[config.mk]
export PLATFORM = sky130hd
export DESIGN_NAME = spi_apb_sequencer
export DESIGN_NICKNAME = d
export VERILOG_FILES = /design/src/rtl/spi_apb_sequencer.sv
export SDC_FILE = /design/constraint.sdc
export NUM_CORES = 1
export LEC_CHECK = 0
export CAP_MARGIN = 30
export CORE_MARGIN = 2
export CORE_UTILIZATION = 50
export DETAILED_ROUTE_END_ITERATION = 7
export PLACE_DENSITY = 0.95
export SKIP_CTS_REPAIR_TIMING = 1
export SYNTH_ARGS = -nofsm -noshare
export SYNTH_HDL_FRONTEND = slang
export SYNTH_SLANG_ARGS = --single-unit
[constraint.sdc]
create_clock -name PCLK -period 5.1 [get_ports PCLK]
set_clock_uncertainty 0.1 [all_clocks]
set_input_delay 1.02 -clock PCLK [delete_from_list [all_inputs] [get_ports PCLK]]
set_output_delay 1.02 -clock PCLK [all_outputs]
set_load 0.02 [all_outputs]
[src/rtl/spi_apb_sequencer.sv]
`default_nettype none
// ============================================================================
// Module   : spi_apb_sequencer
// Brief    : Round-robin arbiter and APB master sharing one CORESPI between
//            NREQ requesters; one full-duplex byte transfer per grant.
// Revision : 1.0
// ============================================================================
module spi_apb_sequencer #(
  parameter int          NREQ        = 4,
  parameter logic [6:0]  ADDR_SSEL   = 7'h18,
  parameter logic [6:0]  ADDR_TXDATA = 7'h0C,
  parameter logic [6:0]  ADDR_RXDATA = 7'h08,
  parameter logic [15:0] TIMEOUT     = 16'd1023
) (
  input  logic              PCLK,
  input  logic              PRESET,
  input  logic [NREQ-1:0]   req,
  input  logic [8*NREQ-1:0] req_txdata,
  input  logic [8*NREQ-1:0] req_ss,
  output logic [NREQ-1:0]   ack,
  output logic [7:0]        rx_data,
  output logic              err,
  output logic              busy,
  output logic [6:0]        PADDR,
  output logic              PSEL,
  output logic              PENABLE,
  output logic              PWRITE,
  output logic [7:0]        PWDATA,
  input  logic [7:0]        PRDATA,
  input  logic              PREADY,
  input  logic              SPIRXAVAIL
);

  localparam int IW = (NREQ > 1) ? $clog2(NREQ) : 1;

  typedef enum logic [3:0] {
    S_IDLE      = 4'd0,
    S_SS_SETUP  = 4'd1,
    S_SS_ACCESS = 4'd2,
    S_TX_SETUP  = 4'd3,
    S_TX_ACCESS = 4'd4,
    S_WAIT_RX   = 4'd5,
    S_RX_SETUP  = 4'd6,
    S_RX_ACCESS = 4'd7,
    S_DONE      = 4'd8
  } state_t;

  state_t      r_state;
  state_t      w_next;
  logic [IW-1:0] r_rr;
  logic [IW-1:0] r_gnt;
  logic [7:0]  r_tx;
  logic [7:0]  r_ss;
  logic [7:0]  r_shadow;
  logic [7:0]  r_rx;
  logic [15:0] r_cnt;
  logic        r_err;

  logic [7:0]    w_tx_arr [NREQ];
  logic [7:0]    w_ss_arr [NREQ];
  logic          w_gnt_vld;
  logic [IW-1:0] w_gnt_idx;
  logic [IW:0]   w_cand;
  logic [IW-1:0] w_rr_next;

  for (genvar gi = 0; gi < NREQ; gi++) begin : g_slice
    assign w_tx_arr[gi] = req_txdata[8*gi +: 8];
    assign w_ss_arr[gi] = req_ss[8*gi +: 8];
  end

  // First set request at or after the rr pointer, wrapping at NREQ.
  always_comb begin
    w_gnt_vld = 1'b0;
    w_gnt_idx = '0;
    w_cand    = '0;
    for (int k = 0; k < NREQ; k++) begin
      w_cand = {1'b0, r_rr} + (IW+1)'(k);
      if (w_cand >= (IW+1)'(NREQ)) w_cand = w_cand - (IW+1)'(NREQ);
      if (!w_gnt_vld && req[w_cand[IW-1:0]]) begin
        w_gnt_vld = 1'b1;
        w_gnt_idx = w_cand[IW-1:0];
      end
    end
  end

  assign w_rr_next = (w_gnt_idx == IW'(NREQ-1)) ? '0 : w_gnt_idx + 1'b1;

  always_comb begin
    w_next  = r_state;
    PSEL    = 1'b0;
    PENABLE = 1'b0;
    PWRITE  = 1'b0;
    PADDR   = '0;
    PWDATA  = '0;
    case (r_state)
      S_IDLE: begin
        if (w_gnt_vld)
          w_next = (w_ss_arr[w_gnt_idx] != r_shadow) ? S_SS_SETUP : S_TX_SETUP;
      end
      S_SS_SETUP, S_SS_ACCESS: begin
        PSEL    = 1'b1;
        PENABLE = (r_state == S_SS_ACCESS);
        PWRITE  = 1'b1;
        PADDR   = ADDR_SSEL;
        PWDATA  = r_ss;
        if (r_state == S_SS_SETUP) w_next = S_SS_ACCESS;
        else if (PREADY)           w_next = S_TX_SETUP;
      end
      S_TX_SETUP, S_TX_ACCESS: begin
        PSEL    = 1'b1;
        PENABLE = (r_state == S_TX_ACCESS);
        PWRITE  = 1'b1;
        PADDR   = ADDR_TXDATA;
        PWDATA  = r_tx;
        if (r_state == S_TX_SETUP) w_next = S_TX_ACCESS;
        else if (PREADY)           w_next = S_WAIT_RX;
      end
      S_WAIT_RX: begin
        if (SPIRXAVAIL)            w_next = S_RX_SETUP;
        else if (r_cnt == TIMEOUT) w_next = S_DONE;
      end
      S_RX_SETUP, S_RX_ACCESS: begin
        PSEL    = 1'b1;
        PENABLE = (r_state == S_RX_ACCESS);
        PADDR   = ADDR_RXDATA;
        if (r_state == S_RX_SETUP) w_next = S_RX_ACCESS;
        else if (PREADY)           w_next = S_DONE;
      end
      S_DONE:  w_next = S_IDLE;
      default: w_next = S_IDLE;
    endcase
  end

  always_ff @(posedge PCLK) begin
    if (PRESET) begin
      r_state  <= S_IDLE;
      r_rr     <= '0;
      r_gnt    <= '0;
      r_tx     <= '0;
      r_ss     <= '0;
      r_shadow <= '0;
      r_rx     <= '0;
      r_cnt    <= '0;
      r_err    <= 1'b0;
    end else begin
      r_state <= w_next;
      case (r_state)
        S_IDLE: begin
          if (w_gnt_vld) begin
            r_tx  <= w_tx_arr[w_gnt_idx];
            r_ss  <= w_ss_arr[w_gnt_idx];
            r_gnt <= w_gnt_idx;
            r_rr  <= w_rr_next;
            r_err <= 1'b0;
          end
        end
        S_SS_ACCESS: if (PREADY) r_shadow <= r_ss;
        S_TX_ACCESS: if (PREADY) r_cnt <= '0;
        S_WAIT_RX: begin
          r_cnt <= r_cnt + 16'd1;
          // A late SPIRXAVAIL still wins over the timeout in the same cycle.
          if (!SPIRXAVAIL && (r_cnt == TIMEOUT)) begin
            r_err <= 1'b1;
            r_rx  <= 8'h00;
          end
        end
        S_RX_ACCESS: if (PREADY) r_rx <= PRDATA;
        default: ;
      endcase
    end
  end

  always_comb begin
    ack = '0;
    for (int i = 0; i < NREQ; i++)
      ack[i] = (r_state == S_DONE) && (r_gnt == IW'(i));
  end

  assign err     = (r_state == S_DONE) && r_err;
  assign busy    = (r_state != S_IDLE);
  assign rx_data = r_rx;

endmodule
`default_nettype wire
# ---- Yosys cells after proc, flatten, opt, wreduce, memory -nomap -nowiden
# Cells that the tools add are included.
dict set report word_totals {
  regBits 57
  elab_cells 131
}
dict set report op_classes {
  add_sub_neg 9
  magnitude_cmp 9
  eq_ne 22
  mux 51
  bitwise_logic 1
  n_reduce_logical 30
}
# cell n
set ops {}
lappend ops {{$mux 8} 6}
lappend ops {{$mux 4} 9}
lappend ops {{$bmux 8 s2} 2}
lappend ops {{$pmux 16 s2} 1}
lappend ops {{$pmux 8 s2} 2}
lappend ops {{$mux 2} 10}
lappend ops {{$pmux 4 s5} 1}
lappend ops {{$add 16x1->16 const B} 1}
lappend ops {{$eq 16x10->1 const B} 1}
lappend ops {{$eq 4x3->1 const B} 4}
lappend ops {{$mux 16} 1}
lappend ops {{$pmux 5 s3} 1}
lappend ops {{$ge 3x3->1 const B} 4}
lappend ops {{$lt 2x3->1 const B} 4}
lappend ops {{$mux 1} 12}
lappend ops {{$ne 3x3->1 const B} 4}
lappend ops {{$logic_and 1x1->1} 9}
lappend ops {{$bmux 1 s2} 4}
lappend ops {{$eq 4x2->1 const B} 2}
lappend ops {{$ne 2x2->1 const B} 4}
lappend ops {{$ne 8x8->1} 1}
lappend ops {{$sub 2x1->2 const B} 4}
lappend ops {{$add 2x2->3 const B} 2}
lappend ops {{$eq 2x2->1 const B} 3}
lappend ops {{20 further kinds} 30}

# ---- Logic depth before layout (Yosys ltp)
# Gate-level depths: netlist of the first run.
dict set report depth {
  ltp_word 22
  ltp_mapped 11
}

# ---- Worst setup path after synthesis of the first run
# OpenSTA, ideal clock, no wires.
dict set report synth_timing {
  path_type {register -> output}
  from {reg r_state[0]}
  to {out PWDATA[0]}
  t_arrival_ns 1.871
  setup_slack_ns 2.109
  path_stages_with_launch 5
  cell_sequence {dfxtp_1 > buf_2 > xnor2_1 > nor3_1 > a22o_1}
}
dict set report synth_between {
  elab_chain_cells 3
  elab_cells_between_ends 7
  classes_between {eq/ne (4); mux (1); reduce/logical (2)}
}
# item line
set synth_lines {}
lappend synth_lines {{start: declaration} 48} ;# state_t r_state;
lappend synth_lines {{start signal: assignment} 146} ;# r_state <= w_next;
lappend synth_lines {{$eq 4x3->1, or another cell as far along} 95} ;# case (r_state)
lappend synth_lines {{$reduce_or 2->1} 95}
lappend synth_lines {{$pmux 8 s2 (*)} 95}
lappend synth_lines {{end: declaration} 28} ;# output logic [7:0] PWDATA,
# Every way passes the cells marked *; elsewhere a longest branch is shown, timed or not.

# ---- Worst setup path in the final report of the first run
dict set report layout_timing {
  from {reg r_state[1]}
  to {out PWDATA[3]}
}
# Same word-level chain as after synthesis.

==> metrics.md, run 1 <==
| Metric | Value |
|---|---|
| Crit-path leading delay family | `simple AND/OR/NAND/NOR gates` |
| Cell type with the highest aggregate area in the netlist | `dfxtp_1` |
| Slowest cell on crit path | `clkdlybuf4s50_1` |
| Inst Count DP | `roughly 620` |
| Ys Warns | `0` |
| Critical path class | `flop to primary output` |
| PwrDens | `around 320 nW/um^2` |
| Avg Cell Area, Syn | `between 7 and 8 um^2` |
| Io pins | `roughly 110` |
| TritonRoute pass-1 iters | `7` |
| Tot Pwr | `about 1.5 mW` |
| Placer Congestion | `0.823` |
| GRT Residual Overflow | `0` |
| Total Nets Final | `~630` |
| FF-to-FF Start | `r_rr[1]$_SDFFE_PP0P_` |
| Final setup fails | `0` |
| Clock transition at path regs | `0.06 ns` |
| First DRT Iteration DRCs | `287` |
| Core Footprint | `about 6400 um^2` |
| Total track usage | `0.272` |
| Max Cap Viol | `0` |
| FF+latch count, synth | `57` |
| Root buffer cell | `clkbuf_8` |
| Core Util, Final | `0.720` |
| Worst hold path class | `flop to flop` |
| Fmax | `about 0.26 GHz` |
| Actual slew at the worst max-slew pin | `1.02 ns` |
| CP Capture Type | `primary output` |
| Post-synth cell types | `54` |
| RSZ-0062 raised after global routing | `no` |
| Crit path from | `r_state[1]$_SDFFE_PP0P_` |
| Antenna Nets Post-Route | `0` |
| Buf/Inv on CP | `1` |
| Die height | `~86 um` |
| Htree depth | `3` |
| DIE AREA | `approximately 7300 um^2` |
| Leak Pwr | `approximately 1.8 nW` |
| First-pass GRT wire length | `approximately 16000 um` |
| Design area | `~4600 um^2` |
| Dpl hpwl | `between 7000 and 8000 um` |
| Most frequent cell after synthesis | `nand2_1` |
| Final Max Tran Viols | `0` |
| Sink Count | `57` |
| Ant diodes | `0` |
| Post-Synthesis Cells | `approximately 460` |
| Clk buf depth | `2` |
| Synthesized area | `between 3000 and 4000 um^2` |
| CTS tree | `yes` |
| Clock buffer count from CTS | `9` |
| Ys flop type | `dfxtp_1` |
| Critical path fanouts, max | `11` |
| Worst EP required | `just under 4 ns` |
| Worst path max stage delay | `around 0.61 ns` |
| Relative slew slack | `0.323` |
| Largest net degree at the start of global routing | `59` |
| Worst IR Drop VDD | `~220 uV` |
| Die X | `85.6 um` |
| Final Worst Setup Slack | `1.29 ns` |
| Status | `finished, final reports clean` |
| Share of cells above drive strength 1 | `0.0646` |
| Register area share after synthesis | `0.343` |
| Vias per inst | `~6` |
| Number of enable flip-flop cells after synthesis | `0` |
| Min Tclk post-route | `roughly 3.8 ns` |
| Finished Layout Cells | `634` |
| CP cell instances | `nand2_1 -> nor2_1 -> a21oi_1 -> nor2_1 -> a22o_1 -> clkdlybuf4s50_1` |
| Placed instance area | `roughly 4400 um^2` |
| Port buffer count | `approximately 110` |
| Post-synthesis async set-or-reset flop share | `0` |
| CP Data Arrival Time | `approximately 2.7 ns` |
| TNS Setup | `0 ns` |
| Area grow syn2layout | `38.1%` |
| Final period util | `0.746` |
| Drt total wl | `9740 um` |
| DRC | `0` |
| Worst Setup Slack post-DPL | `approximately 1.4 ns` |
| Initial core utilization | `0.521` |
| Synth top area cells | `dfxtp_1 (34%), nand2_1 (10%), nand3_1 (7.8%), a21oi_1 (6.2%), nor2_1 (5.3%)` |
| Post-synth top cells | `nand2_1 (92), dfxtp_1 (57), nand3_1 (52)` |
| Clock Latency Late Sink | `around 0.33 ns` |
| Final count of hold timing violations | `0` |
| Type of origin of the critical path | `flop` |
| Hold WS | `0.353 ns` |
| Post-synth top area share | `0.343` |
| Initial antenna violation count | `0` |
| Row count | `29` |
| Avg WL per Cell | `between 15 and 20 um` |
| Vias in the first global route | `3528` |
| Hold Startpoint | `r_tx[0]$_SDFFE_PP0P_` |
| Most frequent CP cell | `nor2_1` |
| Via Count | `3702` |
-- layer usage --
metal,track usage,part of all wire,vias to the layer above
li1,-,-,1787
met1,0.310,0.39,1731
met2,0.496,0.52,161
met3,0.0606,0.059,23
met4,0.0996,0.025,0
met5,0,0,-
-- cell families after synthesis --
family,count (synthesis),synth area share
muxes,17,0.0519
adders and majority gates,1,0.00376
and+or+nand+nor,244,0.338
DFF,57,0.343
buffers and inverters,37,0.0530
other,1,0.00113
xor gates and xnor gates,7,0.0184
AOI/OAI and AO/OA,94,0.191
-- worst paths after layout --
| kind | endpoint | depth (start not counted) | slack (ns) |
|---|---|---|---|
| hold reg to reg | r_tx[0]$_SDFFE_PP0P_ | 2 | 0.35 |
| hold / removal | r_tx[0]$_SDFFE_PP0P_ | 2 | 0.35 |
| setup reg to reg | r_state[1]$_SDFFE_PP0P_ | 8 | 2.43 |
| setup / recovery | PWDATA[3] | 6 | 1.29 |
-- worst register-to-register path, delay by kind of cell, from the launching register on --
kind             cells  cell delay, ns
AO/OA/AOI/OAI        3            0.85
XOR/XNOR             1            0.12
flip-flops           1            0.57
AND/OR/NAND/NOR      4            0.92
-- power by group --
group / leakage (nW) / internal (mW) / switching (mW)
clock: 0.116 / 0.293 / 0.169
combinational: 1.23 / 0.214 / 0.261
sequential: 0.464 / 0.481 / 0.0400
total: 1.81 / 0.988 / 0.471
-- flip-flops by register name (all words and copies together), names as in the netlist --
register and cells:
r_cnt 16, r_shadow 8, r_ss 8, r_tx 8
rx_data 8, r_state 4, r_gnt 2, r_rr 2
r_err 1
-- layout by cell type (no fill, tap or decap), drive strengths merged, types with 4 or more instances in the layout --
cell type      count
a22o               8
dfxtp             57
inv                7
nand2             93
nor2b              5
a21oi             42
xnor2              4
nand4              4
clkdlybuf4s50    106
or3                4
and3              10
conb               4
a211oi             7
nand3             52
o21ai             15
o21a               5
mux2i             15
buf                4
nor2              48
nor4               4
nor3              11
clkbuf            15
-- cell type report --
cell class | instances | area (um^2)
clock buffer | 15 | 196
multi-input combinational | 367 | 2020
tap | 77 | 96.3
fill | 480 | 1790
clock inverter | 1 | 30.0
sequential | 57 | 1140
inverter | 7 | 26.3
timing repair buffer | 110 | 1090
No activity file was read; power rests on OpenSTA's default activity.
==> run 2: changes to the inputs <==
--- a/config.mk
+++ b/config.mk
@@ -7,9 +7,9 @@
 export LEC_CHECK = 0
 export CAP_MARGIN = 30
 export CORE_MARGIN = 2
-export CORE_UTILIZATION = 50
+export CORE_UTILIZATION = 42
 export DETAILED_ROUTE_END_ITERATION = 7
-export PLACE_DENSITY = 0.95
+export PLACE_DENSITY = 0.9
 export SKIP_CTS_REPAIR_TIMING = 1
 export SYNTH_ARGS = -nofsm -noshare
 export SYNTH_HDL_FRONTEND = slang
==> constraint.sdc (replaced) <==
create_clock -name PCLK -period 3.1 [get_ports PCLK]
set_clock_uncertainty 0.1 [all_clocks]
set_input_delay 0.62 -clock PCLK [delete_from_list [all_inputs] [get_ports PCLK]]
set_output_delay 0.62 -clock PCLK [all_outputs]
set_load 0.02 [all_outputs]
==> run 2 against run 1 <==
Sequential power is 65% higher. Critical path depth decreased by 2. Design area rose by 3.0%. Total power increased by 73%. Critical endpoint is now ack[0].
==> metrics.md, run 2 (synthesized netlist as in run 1, its figures left out) <==
| Metric | Value |
|---|---|
| Worst path max stage delay | `roughly 0.63 ns` |
| CP Capture Type | `primary output` |
| Status | `finished, final reports clean` |
| Sink Count | `57` |
| Antenna Nets Post-Route | `0` |
| Port buffer count | `between 100 and 150` |
| Hold WS | `0.355 ns` |
| Commonest cells after routing, fill and taps aside | `clkdlybuf4s50_1 (106), nand2_1 (92), dfxtp_1 (54)` |
| Internal | `approximately 1.7 mW` |
| First-pass GRT wire length | `between 15000 and 20000 um` |
| GRT Residual Overflow | `0` |
| Clock Latency Late Sink | `roughly 0.34 ns` |
| Largest Register | `r_cnt` |
| Comb pwr share | `0.323` |
| Root buffer cell | `clkbuf_8` |
| Final period util | `0.940` |
| Worst EP required | `2.38 ns` |
| Critical path fanouts, max | `13` |
| Tot Pwr | `2.52 mW` |
| Most common cell after layout, fill and taps aside | `clkdlybuf4s50_1` |
| Total Nets Final | `644` |
| Io pins | `112` |
| Final setup fails | `0` |
| Worst hold path class | `flop to flop` |
| Final Max Tran Viols | `0` |
| CP Data Arrival Time | `roughly 2.2 ns` |
| Fillers | `around 670` |
| Slowest cell on crit path | `clkdlybuf4s50_1` |
| RSZ-0062 raised after global routing | `no` |
| Max Cap Viol | `0` |
| Clock share of power | `0.337` |
| Die X | `a little over 90 um` |
| R2r worst-path depth | `8` |
| Flop pwr share | `0.340` |
| Critical path class | `flop to primary output` |
| Final count of hold timing violations | `0` |
| Placer Congestion | `around 0.85` |
| PwrDens | `533 nW/um^2` |
| Final Worst Setup Slack | `approximately 0.19 ns` |
| Fmax | `about 0.34 GHz` |
| Clk buf depth | `2` |
| Core Util, Final | `0.616` |
| Max reg flops | `16` |
| Area grow syn2layout | `42.3%` |
| CTS tree | `yes` |
| DIE AREA | `about 8700 um^2` |
| Dpl hpwl | `7240 um` |
| Via Count | `between 3000 and 4000` |
| Min Tclk post-route | `2.91 ns` |
| TritonRoute pass-1 iters | `5` |
| Share of cells above drive strength 1 | `0.0880` |
| Type of origin of the critical path | `flop` |
| Vias in the first global route | `about 3600` |
| Actual slew at the worst max-slew pin | `slightly above 0.6 ns` |
| Initial core utilization | `0.433` |
| Total track usage | `0.230` |
| Worst Setup Slack post-DPL | `-0.0101 ns` |
| Core Footprint | `approximately 7700 um^2` |
| Switching Fraction | `0.316` |
| Avg WL per Cell | `~14 um` |
| Initial antenna violation count | `0` |
| Leak Pwr | `around 1.9 nW` |
| Vias per inst | `approximately 5.5` |
| CP cell instances | `nor4b_1 -> buf_4 -> nor3b_1 -> clkdlybuf4s50_1` |
| Relative slew slack | `0.586` |
| Clock transition at path regs | `around 0.070 ns` |
| Row count | `32` |
| Largest net degree at the start of global routing | `44` |
| Worst R2R Setup Slack | `~0.7 ns` |
| Drt total wl | `9690 um` |
| Worst IR Drop VDD | `~300 uV` |
| Die height | `between 90 and 100 um` |
| First DRT Iteration DRCs | `~300` |
| Ant diodes | `0` |
| Hold Path Depth | `2` |
| Sw Pwr | `~0.80 mW` |
| Clock buffer count from CTS | `9` |
| Htree depth | `3` |
| DRC | `0` |
## run 2: changes by cell type in the layout (fill, tap and decap cells not counted)
cell | previous run | this run
buf_2 | 2 | 1
buf_4 | 2 | 14
bufinv_16 | 1 | 3
clkbuf_8 | 14 | 10
clkinv_2 | 0 | 1
clkinvlp_4 | 0 | 1
dfxtp_1 | 57 | 54
dfxtp_2 | 0 | 3
## run 2: worst paths after layout
| kind | endpoint | startpoint |
|---|---|---|
| setup reg to reg | r_state[1]$_SDFFE_PP0P_ | r_rr[1]$_SDFFE_PP0P_ |
| hold / removal | r_tx[1]$_SDFFE_PP0P_ | r_tx[1]$_SDFFE_PP0P_ |
| setup / recovery | ack[0] | r_state[3]$_SDFFE_PP0P_ |
| hold reg to reg | r_tx[1]$_SDFFE_PP0P_ | r_tx[1]$_SDFFE_PP0P_ |
## run 2: through the flow
step / setup TNS [ns] / area (um^2) / cells
6_report: 0 / 4740 / 670
5_1_grt: 0 / 4740 / 670
4_1_cts: 0 / 4730 / 670
3_5_place_dp: -0.0101 / 4490 / 654
3_3_place_gp: 0 / 4490 / 654
2_1_floorplan: 0 / 3340 / 461
## run 2: routing by layer
layer	GRT usage	vias up	wire (um)
li1	-	1800	-
met3	0.0492	26	621
met4	0.104	0	251
met5	0	-	0
met2	0.409	161	4900
met1	0.262	1694	3920
## run 2: layout make-up
cell class / count / area (um^2) / share of cell area
Timing Repair Buffer: 121 / 1170 / 0.247
Sequential cell: 57 / 1140 / 0.242
Inverter: 7 / 26.3 / 0.00555
Multi-Input combinational cell: 367 / 2020 / 0.427
Clock inverter: 5 / 103 / 0.0217
Tap cell: 102 / 128 / 0.0269
Clock buffer: 11 / 141 / 0.0298
## run 2: power by group through the flow
stage                     registers, mW  logic [mW]  clock network [mW]
after floorplan                   0.834       0.530                   0
after global placement            0.866       0.782                   0
after detailed placement          0.871       0.805                   0
after CTS                         0.855       0.812               0.856
after global routing              0.865       0.891               0.884
final                             0.859       0.815               0.849
## run 2: critical path, delay by kind of cell (launching register included)
kind | cells | cell delay, ns
buffers and inverters | 2 | 0.81
DFF | 1 | 0.59
and+or+nand+nor | 2 | 0.46
==> run 3: changes to the inputs <==
--- a/config.mk
+++ b/config.mk
@@ -14,3 +14,4 @@
 export SYNTH_ARGS = -nofsm -noshare
 export SYNTH_HDL_FRONTEND = slang
 export SYNTH_SLANG_ARGS = --single-unit
+export TNS_END_PERCENT = 100
==> results of run 3 <==
The final DEF is identical to that of run 2; final timing and power are the same.
